**config.mk**
```make
export PLATFORM = sky130hd
export DESIGN_NAME = pulse_capture
export DESIGN_NICKNAME = d
export VERILOG_FILES = /design/src/rtl/pulse_capture_pkg.sv /design/src/rtl/pulse_capture_sync_edge.sv /design/src/rtl/pulse_capture.sv
export SDC_FILE = /design/constraint.sdc
export NUM_CORES = 1
export LEC_CHECK = 0
export CORE_MARGIN = 3
export CORE_UTILIZATION = 40
export CTS_CLUSTER_SIZE = 20
export DETAILED_ROUTE_END_ITERATION = 16
export DONT_BUFFER_PORTS = 1
export GPL_TIMING_DRIVEN = 0
export PLACE_DENSITY_LB_ADDON = 0.2
export SYNTH_ARGS = -nofsm -noshare
export SYNTH_HDL_FRONTEND = slang
export SYNTH_SLANG_ARGS = --single-unit
```
**constraint.sdc**
```tcl
create_clock -name clock -period 3.65 [get_ports clock]
set_clock_uncertainty 0.2 [all_clocks]
set_input_delay 1.095 -clock clock [delete_from_list [all_inputs] [get_ports clock]]
set_output_delay 1.095 -clock clock [all_outputs]
set_load 0.005 [all_outputs]
```
**src/rtl/pulse_capture_pkg.sv**
```systemverilog
// Shared definitions for the pulse-width capture block.
package pulse_capture_pkg;

  typedef enum logic [2:0] {
    ST_IDLE          = 3'd0,
    ST_WAIT_INACTIVE = 3'd1,
    ST_WAIT_EDGE     = 3'd2,
    ST_MEASURE       = 3'd3,
    ST_HOLD          = 3'd4
  } state_t;

  localparam int DEF_WIDTH       = 16;
  localparam int DEF_SYNC_STAGES = 2;

endpackage

```
**src/rtl/pulse_capture_sync_edge.sv**
```systemverilog
// Pin synchronizer with active-level normalisation and rising-edge detect on the
// normalised signal.
module pulse_capture_sync_edge #(
  parameter int SYNC_STAGES = 2
) (
  input  logic clock,
  input  logic reset,
  input  logic polarity,
  input  logic sig_in,
  output logic s,
  output logic rise
);

  logic [SYNC_STAGES-1:0] sync_q;
  logic                   s_d;

  always_ff @(posedge clock) begin
    if (reset) begin
      sync_q <= '0;
      s_d    <= 1'b0;
    end else begin
      sync_q <= {sync_q[SYNC_STAGES-2:0], sig_in};
      s_d    <= s;
    end
  end

  assign s    = sync_q[SYNC_STAGES-1] ~^ polarity;
  assign rise = s & ~s_d;

endmodule

```
**src/rtl/pulse_capture.sv**
```systemverilog
// Pulse-width capture: counts clock cycles that sig_in spends at its active level
// and holds the result until acknowledged.
//
// state          | meaning
// IDLE           | disarmed, count cleared
// WAIT_INACTIVE  | armed, waiting for s=0 so a pulse in progress is not measured
// WAIT_EDGE      | armed, waiting for the leading edge
// MEASURE        | counting active cycles (saturating)
// HOLD           | result valid, waiting for ack
module pulse_capture
  import pulse_capture_pkg::*;
#(
  parameter int WIDTH       = DEF_WIDTH,
  parameter int SYNC_STAGES = DEF_SYNC_STAGES
) (
  input  logic             clock,
  input  logic             reset,
  input  logic             enable,
  input  logic             polarity,
  input  logic             sig_in,
  input  logic             ack,
  output logic [WIDTH-1:0] capture,
  output logic             valid,
  output logic             overflow,
  output logic             missed,
  output logic             busy
);

  localparam logic [WIDTH-1:0] CNT_MAX = '1;

  state_t           state, state_nxt;
  logic [WIDTH-1:0] count;
  logic             s, rise, sat;
  logic             cnt_clr, cnt_load, cnt_inc, cap_load, res_clear, miss_set;

  pulse_capture_sync_edge #(.SYNC_STAGES(SYNC_STAGES)) u_sync (
    .clock    (clock),
    .reset    (reset),
    .polarity (polarity),
    .sig_in   (sig_in),
    .s        (s),
    .rise     (rise)
  );

  assign sat = (count == CNT_MAX);

  always_ff @(posedge clock) begin
    if (reset) state <= ST_IDLE;
    else       state <= state_nxt;
  end

  always_comb begin
    state_nxt = state;
    case (state)
      ST_IDLE:          if (enable) state_nxt = ST_WAIT_INACTIVE;
      ST_WAIT_INACTIVE: if (!enable) state_nxt = ST_IDLE;
                        else if (!s) state_nxt = ST_WAIT_EDGE;
      ST_WAIT_EDGE:     if (!enable) state_nxt = ST_IDLE;
                        else if (s) state_nxt = ST_MEASURE;
      ST_MEASURE:       if (!enable) state_nxt = ST_IDLE;
                        else if (!s) state_nxt = ST_HOLD;
      ST_HOLD:          if (ack) state_nxt = enable ? ST_WAIT_INACTIVE : ST_IDLE;
      default:          state_nxt = ST_IDLE;
    endcase
  end

  always_comb begin
    busy      = (state == ST_MEASURE);
    cnt_clr   = (state == ST_IDLE);
    cnt_load  = (state == ST_WAIT_EDGE) && enable && s;
    cnt_inc   = (state == ST_MEASURE) && enable && s;
    cap_load  = (state == ST_MEASURE) && enable && !s;
    res_clear = (state == ST_HOLD) && ack;
    // The acknowledging edge wins over a coincident leading edge.
    miss_set  = (state == ST_HOLD) && rise && !ack;
  end

  always_ff @(posedge clock) begin
    if (reset) begin
      count    <= '0;
      capture  <= '0;
      valid    <= 1'b0;
      overflow <= 1'b0;
      missed   <= 1'b0;
    end else begin
      if (cnt_clr)                count <= '0;
      else if (cnt_load)          count <= WIDTH'(1);
      else if (cnt_inc && !sat)   count <= count + 1'b1;

      if (cap_load) begin
        capture  <= count;
        overflow <= sat;
        valid    <= 1'b1;
      end else if (res_clear) begin
        valid    <= 1'b0;
        overflow <= 1'b0;
        missed   <= 1'b0;
      end else if (miss_set) begin
        missed   <= 1'b1;
      end
    end
  end

endmodule
```
==> results.tsv, run 1 <==
metric	value	unit
share of cells above drive strength 1	0.118	
status	finished, final reports clean	
CP endpoint kind	flip-flop	
top cells by area, synth	dfxtp_1, nand2_1, a21oi_1	
most frequent cell after synthesis	nand2_1	
hold slack	0.242	ns
Gate Count Post-Synth	212	
Worst-Skew Late Latency	0.30	ns
post_cts resized	0	
synth cell count leaders	nand2_1, dfxtp_1, a21oi_1, o31ai_1, nand3_1	
leakage	0.000642	uW
min cycle time layout	2.43	ns
area of the core	4380	um2
Max-cap violations	0	
vias per cell	5.75	
# DRC	0	
Port Buffer Count	0	
Initial Utilization	0.419	
clock buffer depth	2	
Vias	1565	
fin cells	272	
Worst-path clk slew	0.08	ns
synthesis-to-layout area growth	8.04	%
Hold Buf Count CTS	0	
first-pass GRT wire length	7.02	mm
cell area after synthesis	1840	um2
pwr/cell area	385	nW/um2
number of buffers created by CTS	5	
fin crit share	0.665	
Post-Synthesis Mean Instance Area	8.66	um2
Antenna Violating Nets Remaining	0	
largest net degree at the start of global routing	13	
IO Count	26	
TritonCTS clock tree	yes	
crit path max fanout	10	
number of synthesized flops with an enable pin	0	
Yosys cell types	40	
Ys Warns	0	
Max-slew headroom	0.686	
die area	5440	um2
ANT cells	0	
initial drt markers	103	
RSZ-0062 raised after global routing	false	
number of global-route vias before repair	1401	
Worst EP arrival	2.43	ns
H-tree depth	2	
post-layout util	0.453	
Die H	73.8	um
GRT Total Usage	0.169	
predominant post-synthesis flop cell	dfxtp_1	
sequential cell area fraction in the yosys report	0.447	
DR pass1 iterations	6	
# setup viols final	0	
final wirelength	4.14	mm
peak supply drop	279	uV
Setup TNS Final	0	ns
Async SR Flop Fraction	0	
Syn Nets	219	
final hold vios	0	
HP Class	flip-flop to flip-flop	
HPWL after DPL	2.90	mm
clk root buf	clkbuf_8	
DR WL/cell	15.2	um
Worst-Margin Slew	0.469	ns
Crit path required time	3.65	ns
Die Wd	73.8	um
Post-CTS Setup Inserts	0	
Post-Place Cells	264	
post-synth top area share	0.447	
CP Launch Type	input pin	
critical path type	input pin to flip-flop	
clock tree sinks	41	
cell row count	24	
Peak Freq	412	MHz
Synth area leader	dfxtp_1	
total gr overflow	0	
initial antenna violation count	0	
pins over their slew limit	0	
Placer Congestion	0.798	
net count of the finished layout	226	
post-synthesis register bit count	41	
==> logic make-up (layout without fill, tap and decap cells) <==
kind of cell | Yosys count | count (layout) | share of synthesized area
XOR/XNOR | 3 | 3 | 0.0184
buffers and inverters | 15 | 23 | 0.0525
AND/OR/NAND/NOR | 92 | 92 | 0.276
AO/OA/AOI/OAI | 60 | 60 | 0.200
adder cells (fa/ha/maj) | 1 | 1 | 0.00681
flip-flops | 41 | 41 | 0.447
==> layout by cell type (no fill, tap or decap), types with 2 or more instances in the layout <==
| master | count |
|---|---|
| nand2_1 | 44 |
| dfxtp_1 | 41 |
| a21oi_1 | 30 |
| o31ai_1 | 11 |
| nand3_1 | 10 |
| or4_1 | 9 |
| nor2_1 | 6 |
| buf_2 | 5 |
| clkbuf_8 | 5 |
| buf_6 | 4 |
| o21ai_1 | 4 |
| clkbuf_1 | 3 |
| o21a_1 | 3 |
| inv_1 | 3 |
| or3_1 | 3 |
| xor2_1 | 2 |
| and2_1 | 2 |
| nand4_1 | 2 |
| nor3_1 | 2 |
| a31oi_1 | 2 |
| and4_1 | 2 |
| o211ai_1 | 2 |
| o21ai_0 | 2 |
| or4_4 | 2 |
| a21oi_2 | 2 |
| nor2b_1 | 2 |
| clkinv_2 | 2 |
==> area by class of cell <==
class	count	area [um2]
Fill cell	455	2400
Multi-Input combinational cell	156	920
Sequential cell	41	821
Buffer	12	85.1
Clock buffer	6	72.6
Tap cell	52	65.1
Inverter	3	11.3
Clock inverter	2	10.0
==> where the power goes <==
part	leakage, uW	internal, uW	switching (uW)	total, uW
registers	0.000331	450	2.56	453
clock network	0.0000450	133	157	289
logic	0.000266	7.21	15.5	22.7
==> layer usage <==
metal / vias up / routed length (um) / GRT usage
met5: - / 0 / 0
met4: 0 / 34 / 0.0543
met3: 5 / 267 / 0.0684
met2: 49 / 1800 / 0.234
met1: 729 / 2030 / 0.237
li1: 782 / - / -
==> registers in the layout, indices dropped and copies added (netlist names) <==
signal         count
u_sync.s_d         1
valid              1
capture           16
u_sync.sync_q      2
count             16
missed             1
state              3
overflow           1
==> critical path, stage by stage <==
cell     delay, ns
xnor2_2       0.35
nand2_1       0.23
buf_2         0.24
o41a_1        0.32
o21ba_1       0.18
==> through the flow <==
stage / cell area (um2) / power [uW] / setup WS, ns
finish: 1980 / 765 / 1.22
global route: 1980 / 797 / 1.13
CTS: 1980 / 774 / 1.22
detailed placement: 1900 / 486 / 0.907
global placement: 1900 / 486 / 0.926
floorplan: 1840 / 480 / 1.17
==> path summary, 6_finish.rpt <==
path                    start          endpoint  slack, ns  cells past startpoint
min          u_sync.sync_q[0]  u_sync.sync_q[1]       0.24                      1
min reg2reg  u_sync.sync_q[0]  u_sync.sync_q[1]       0.24                      1
max reg2reg          count[0]          count[0]       1.47                      7
max                  polarity          count[8]       1.22                      5
Note: power is estimated with default switching activity, not from simulation.
==> run 2: changes to the inputs <==
==> constraint.sdc (replaced) <==
create_clock -name clock -period 2.2 [get_ports clock]
set_clock_uncertainty 0.2 [all_clocks]
set_input_delay 0.66 -clock clock [delete_from_list [all_inputs] [get_ports clock]]
set_output_delay 0.66 -clock clock [all_outputs]
set_load 0.005 [all_outputs]
==> run 2 against run 1 <==
  * Die area is the same
  * Highest routed layer unchanged
  * Utilization grew 0.23 points
  * Sequential cell count is the same
  * Critical endpoint is now count[0]
==> results.tsv, run 2 (same netlist as run 1, synthesis figures left out) <==
metric	value	unit	change
Antenna Violating Nets Remaining	0		unchanged
largest net degree at the start of global routing	13		unchanged
final wirelength	4.15	mm	+0.34%
Worst R2R End	count[0]		
Port Buffer Count	0		unchanged
# DRC	0		unchanged
biggest regs	capture: 16 flops, count: 16 flops, state: 3 flops		
Clk pwr share	0.377		about the same
fin cells	273		+0.37%
peak supply drop	460	uV	+65%
share of cells above drive strength 1	0.127		+0.00852
RSZ-0062 raised after global routing	false		
critical path type	flip-flop to flip-flop		
GRT Total Usage	0.169		unchanged
post-route setup slack	0.182	ns	-1.04 ns
ANT cells	0		unchanged
Max-cap violations	0		unchanged
Worst-path clk slew	0.08	ns	about the same
Sw Share	0.227		-0.00142
initial antenna violation count	0		unchanged
origin of the critical flop-to-flop path	count[0]		
area of the core	4380	um2	unchanged
initial drt markers	105		+1.9%
flop2flop setup slack	0.18	ns	-1.29 ns
CP Launch Type	flip-flop		
clk root buf	clkbuf_8		
fin crit share	0.917		
leakage	0.000644	uW	+0.37%
Worst-Margin Slew	0.466	ns	-0.00316 ns
Net Sw Power	288	uW	+65%
net count of the finished layout	227		+0.44%
status	finished, final reports clean		
Slowest cell on crit path	dfxtp_1		
pins over their slew limit	0		unchanged
Vias	1570		+0.32%
Die H	73.8	um	unchanged
CP most frequent cell	buf_6		
Die Wd	73.8	um	unchanged
Crit path required time	2.23	ns	-1.42 ns
commonest non-fill, non-tap cells in the layout	nand2_1, dfxtp_1, a21oi_1, o31ai_1, nand3_1		
die area	5440	um2	unchanged
CP endpoint	count[0]		
H-tree depth	2		unchanged
Initial Utilization	0.419		unchanged
Post-Place Cells	264		unchanged
IO Count	26		unchanged
total gr overflow	0		unchanged
R2R depth	7		unchanged
post-layout util	0.455		+0.00228
Int Pwr	978	uW	+66%
vias per cell	5.75		about the same
clock buffer depth	2		unchanged
DR WL/cell	15.2	um	about the same
final hold vios	0		unchanged
fill count	452		-0.66%
crit path max fanout	10		unchanged
HP Class	input pin to flip-flop		
synthesis-to-layout area growth	8.58	%	
Flop pwr share	0.593		about the same
Hold Buf Count CTS	0		unchanged
number of global-route vias before repair	1401		unchanged
cell row count	24		unchanged
CP cell instances	ha_2, nand4_2, nor4_4, buf_6, buf_6, o21ai_1, a31oi_1		
clock tree sinks	41		unchanged
Worst EP arrival	2.05	ns	-0.38 ns
combinational share of power	0.030		about the same
Place WS	-0.108	ns	-1.02 ns
first-pass GRT wire length	7.02	mm	unchanged
CP endpoint kind	flip-flop		
TritonCTS clock tree	yes		
pwr/cell area	635	nW/um2	+65%
DR pass1 iterations	4		-2
HPWL after DPL	2.90	mm	unchanged
Max-slew headroom	0.688		+0.00211
number of buffers created by CTS	5		unchanged
Crit. Startpoint	count[0]		
min cycle time layout	2.02	ns	
Placer Congestion	0.798		unchanged
Peak Freq	496	MHz	
Largest stage delay, worst path	0.40	ns	+0.05 ns
commonest non-fill, non-tap cell in the layout	nand2_1		
Worst-Skew Late Latency	0.30	ns	about the same
# setup viols final	0		unchanged
[run 2: cell types whose count changed in the layout (fill, tap and decap cells not counted)]
cell	delta
ha_2	+1
ha_1	-1
buf_4	+1
[run 2: cell type report]
class	count	area, um2	share of cell area
Inverter	3	11.3	0.00565
Buffer	12	85.1	0.0427
Timing Repair Buffer	1	7.51	0.00376
Clock buffer	6	72.6	0.0364
Tap cell	52	65.1	0.0326
Clock inverter	2	10.0	0.00502
Sequential cell	41	821	0.412
Multi-Input combinational cell	156	922	0.462
[run 2: layer usage]
metal	global-route usage	wire length [um]	share of wire	vias to the layer above
li1	-	-	-	788
met3	0.0684	284	0.068	7
met5	0	0	0	-
met4	0.0543	55	0.013	0
met2	0.234	1790	0.43	47
met1	0.237	2030	0.49	728
[run 2: power by group through the flow]
stage	Combinational, uW	Sequential, uW	Clock [uW]
floorplan	29.1	767	0
global route	42.4	752	529
detailed placement	37.8	768	0
global placement	37.6	768	0
finish	37.7	751	477
CTS	37.9	751	495
[run 2: repair_timing]
action	in CTS	in global routing
setup buffers	0	1
setup endpoints to repair	0	12
resized for setup	0	1
[run 2: worst min path at each step]
stage | from | end | slack (ns) | cells past startpoint
4_1_cts | reset | u_sync.sync_q[1] | 0.21 | 1
3_3_place_gp | u_sync.sync_q[0] | u_sync.sync_q[1] | 0.22 | 1
2_1_floorplan | u_sync.sync_q[0] | u_sync.sync_q[1] | 0.21 | 1
3_5_place_dp | u_sync.sync_q[0] | u_sync.sync_q[1] | 0.24 | 1
5_1_grt | reset | u_sync.sync_q[1] | 0.21 | 1
6_report | reset | u_sync.sync_q[1] | 0.22 | 1
[run 2: through the flow]
| step | instance area (um2) | TNS [ns] | hold slack [ns] | total power (uW) |
|---|---|---|---|---|
| after floorplan | 1840 | 0 | 0.214 | 796 |
| after global placement | 1900 | -0.815 | 0.217 | 806 |
| after detailed placement | 1900 | -0.670 | 0.237 | 806 |
| after CTS | 1980 | 0 | 0.212 | 1280 |
| after global routing | 1990 | 0 | 0.205 | 1320 |
| final | 1990 | 0 | 0.218 | 1270 |
[run 2: worst max-delay path, delay by kind of cell, from the launching register on]
family	cells	cell delay, ns
flip-flops	1	0.40
AO/OA/AOI/OAI	2	0.22
AND/OR/NAND/NOR	2	0.51
buffers and inverters	2	0.35
adder cells (fa/ha/maj)	1	0.26
==> run 3: changes to the inputs <==
--- a/config.mk
+++ b/config.mk
@@ -5,13 +5,14 @@
 export SDC_FILE = /design/constraint.sdc
 export NUM_CORES = 1
 export LEC_CHECK = 0
-export CORE_MARGIN = 3
+export CORE_MARGIN = 5
 export CORE_UTILIZATION = 40
 export CTS_CLUSTER_SIZE = 20
 export DETAILED_ROUTE_END_ITERATION = 16
 export DONT_BUFFER_PORTS = 1
 export GPL_TIMING_DRIVEN = 0
 export PLACE_DENSITY_LB_ADDON = 0.2
+export SETUP_SLACK_MARGIN = 0.3
 export SYNTH_ARGS = -nofsm -noshare
 export SYNTH_HDL_FRONTEND = slang
 export SYNTH_SLANG_ARGS = --single-unit
==> run 3 against run 2 <==
  * Utilization rose by 3.8 points
  * Cell count rose by 3.7%
  * Design area rose by 9.2%
  * Non-clock buffer count rose by 10
  * Sequential power barely moved
  * First-iteration DRC count rose by 31%
  * Sequential cell count did not move
  * Clock power barely moved
  * Total power rose by 0.30%
  * Worst hold slack got worse by 0.0042 ns
  * Global-route usage fell by 2.4 points
  * Critical path type unchanged
==> results.tsv, run 3 (same netlist as run 1, synthesis figures left out) <==
metric	value	unit	change
status	finished, final reports clean		
clock buffer depth	2		unchanged
number of buffers created by CTS	5		unchanged
commonest non-fill, non-tap cells in the layout	nand2_1, dfxtp_1, a21oi_1, o31ai_1, dfxtp_2		
fin area	2180	um2	+9.2%
Initial Utilization	0.416		-0.00285
Worst-path clk slew	0.08	ns	about the same
initial drt markers	138		+31%
fin crit share	0.850		-0.0672
biggest regs	capture: 16 flops, count: 16 flops, state: 3 flops		
CP cell instances	buf_6, and4b_1, buf_6, nand4_4, buf_6, or4_4, a21oi_2		
net count of the finished layout	237		+4.4%
post-route setup slack	0.330	ns	+0.148 ns
Placer Congestion	0.748		-6.3%
Place WS	-0.00898	ns	+0.0989 ns
die area	6050	um2	+11%
HP Class	input pin to flip-flop		
total gr overflow	0		unchanged
crit path max fanout	7		-3
Die H	77.8	um	+5.4%
Port Buffer Count	0		unchanged
RSZ-0062 raised after global routing	true		
Peak Freq	535	MHz	+7.9%
Worst EP arrival	1.90	ns	-0.15 ns
initial antenna violation count	0		unchanged
Largest stage delay, worst path	0.41	ns	about the same
Setup TNS Final	0	ns	unchanged
vias per cell	5.53		-3.9%
CP most frequent cell	buf_6		
pins over their slew limit	0		unchanged
Antenna Violating Nets Remaining	0		unchanged
IO Count	26		unchanged
Vias	1564		-0.38%
GRT Total Usage	0.146		-0.0236
TritonCTS clock tree	yes		
Worst-Skew Late Latency	0.30	ns	about the same
DR WL/cell	15.1	um	-0.77%
min cycle time layout	1.87	ns	-0.148 ns
area of the core	4410	um2	+0.68%
share of cells above drive strength 1	0.247		+0.120
synthesis-to-layout area growth	18.5	%	
clock tree sinks	41		unchanged
fill count	420		-7.1%
Worst-Margin Slew	0.434	ns	-0.0323 ns
CP endpoint kind	flip-flop		
Max-slew headroom	0.711		+0.0226
ANT cells	0		unchanged
Die Wd	77.8	um	+5.4%
HPWL after DPL	2.89	mm	-0.39%
flop2flop setup slack	0.33	ns	+0.15 ns
DR pass1 iterations	4		unchanged
final hold vios	0		unchanged
# setup viols final	0		unchanged
final wirelength	4.27	mm	+2.9%
Crit path required time	2.23	ns	about the same
Slowest cell on crit path	or4_4		
CP Launch Type	flip-flop		
critical path type	flip-flop to flip-flop		
clk root buf	clkbuf_8		
number of global-route vias before repair	1451		+3.6%
Max-cap violations	0		unchanged
Placed Area	1930	um2	+1.3%
peak supply drop	466	uV	+1.3%
first-pass GRT wire length	7.10	mm	+1.2%
cell row count	24		unchanged
H-tree depth	2		unchanged
commonest non-fill, non-tap cell in the layout	nand2_1		
pwr/cell area	583	nW/um2	-8.1%
# DRC	0		unchanged
largest net degree at the start of global routing	13		unchanged
post-layout power	1270	uW	+0.30%
leakage	0.000717	uW	+11%
-- run 3: cell count changes in the layout (fill, tap and decap cells not counted), moves of 3 or more --
cell / delta
clkbuf_4: +3
buf_4: +6
dfxtp_2: +10
buf_6: +3
dfxtp_1: -11
buf_2: -3
-- run 3: layer usage --
layer,wire [um],vias up,track usage
li1,-,804,-
met1,2030,712,0.206
met2,1870,42,0.205
met3,312,6,0.0382
met4,62,0,0.0670
met5,0,-,0
-- run 3: worst paths after layout --
path / from / to / depth (start not counted)
max: state[2] / count[9] / 7
min: reset / u_sync.sync_q[1] / 1
max reg2reg: state[2] / count[9] / 7
min reg2reg: u_sync.sync_q[0] / u_sync.sync_q[1] / 1
-- run 3: repair_timing --
item / in CTS / in global routing
hold buffers: 0 / 0
setup endpoints to repair: 26 / 26
gates cloned: 0 / 2
setup buffers: 3 / 6
pin swaps: 3 / 3
resized for setup: 5 / 23
-- run 3: final cells by class --
cell class / instances / area [um2] / area share
Multi-Input combinational cell: 156 / 982 / 0.451
Sequential cell: 41 / 837 / 0.384
Buffer: 12 / 109 / 0.0500
Timing Repair Buffer: 11 / 90.1 / 0.0414
Clock buffer: 6 / 72.6 / 0.0333
Tap cell: 52 / 65.1 / 0.0299
Inverter: 3 / 11.3 / 0.00517
Clock inverter: 2 / 10.0 / 0.00460
-- run 3: stage by stage --
step / utilization / hold WS (ns) / std cells
floorplan: - / 0.214 / 212
global placement: 0.436 / 0.216 / 264
detailed placement: 0.436 / 0.230 / 264
CTS: 0.466 / 0.212 / 275
global route: 0.493 / 0.213 / 283
finish: 0.493 / 0.213 / 283
-- run 3: worst max-delay path: cells and delay by family, from the launching register on --
family	cells	cell delay (ns)
and+or+nand+nor	3	0.77
AOI/OAI and AO/OA	1	0.12
DFF	1	0.32
buffers and inverters	3	0.41
-- run 3: power by group --
group	internal, uW	switching (uW)	total (uW)	leakage [uW]
logic	17.7	27.1	44.8	0.000335
registers	746	5.11	751	0.000337
clock network	220	254	474	0.0000450
total	983	287	1270	0.000717
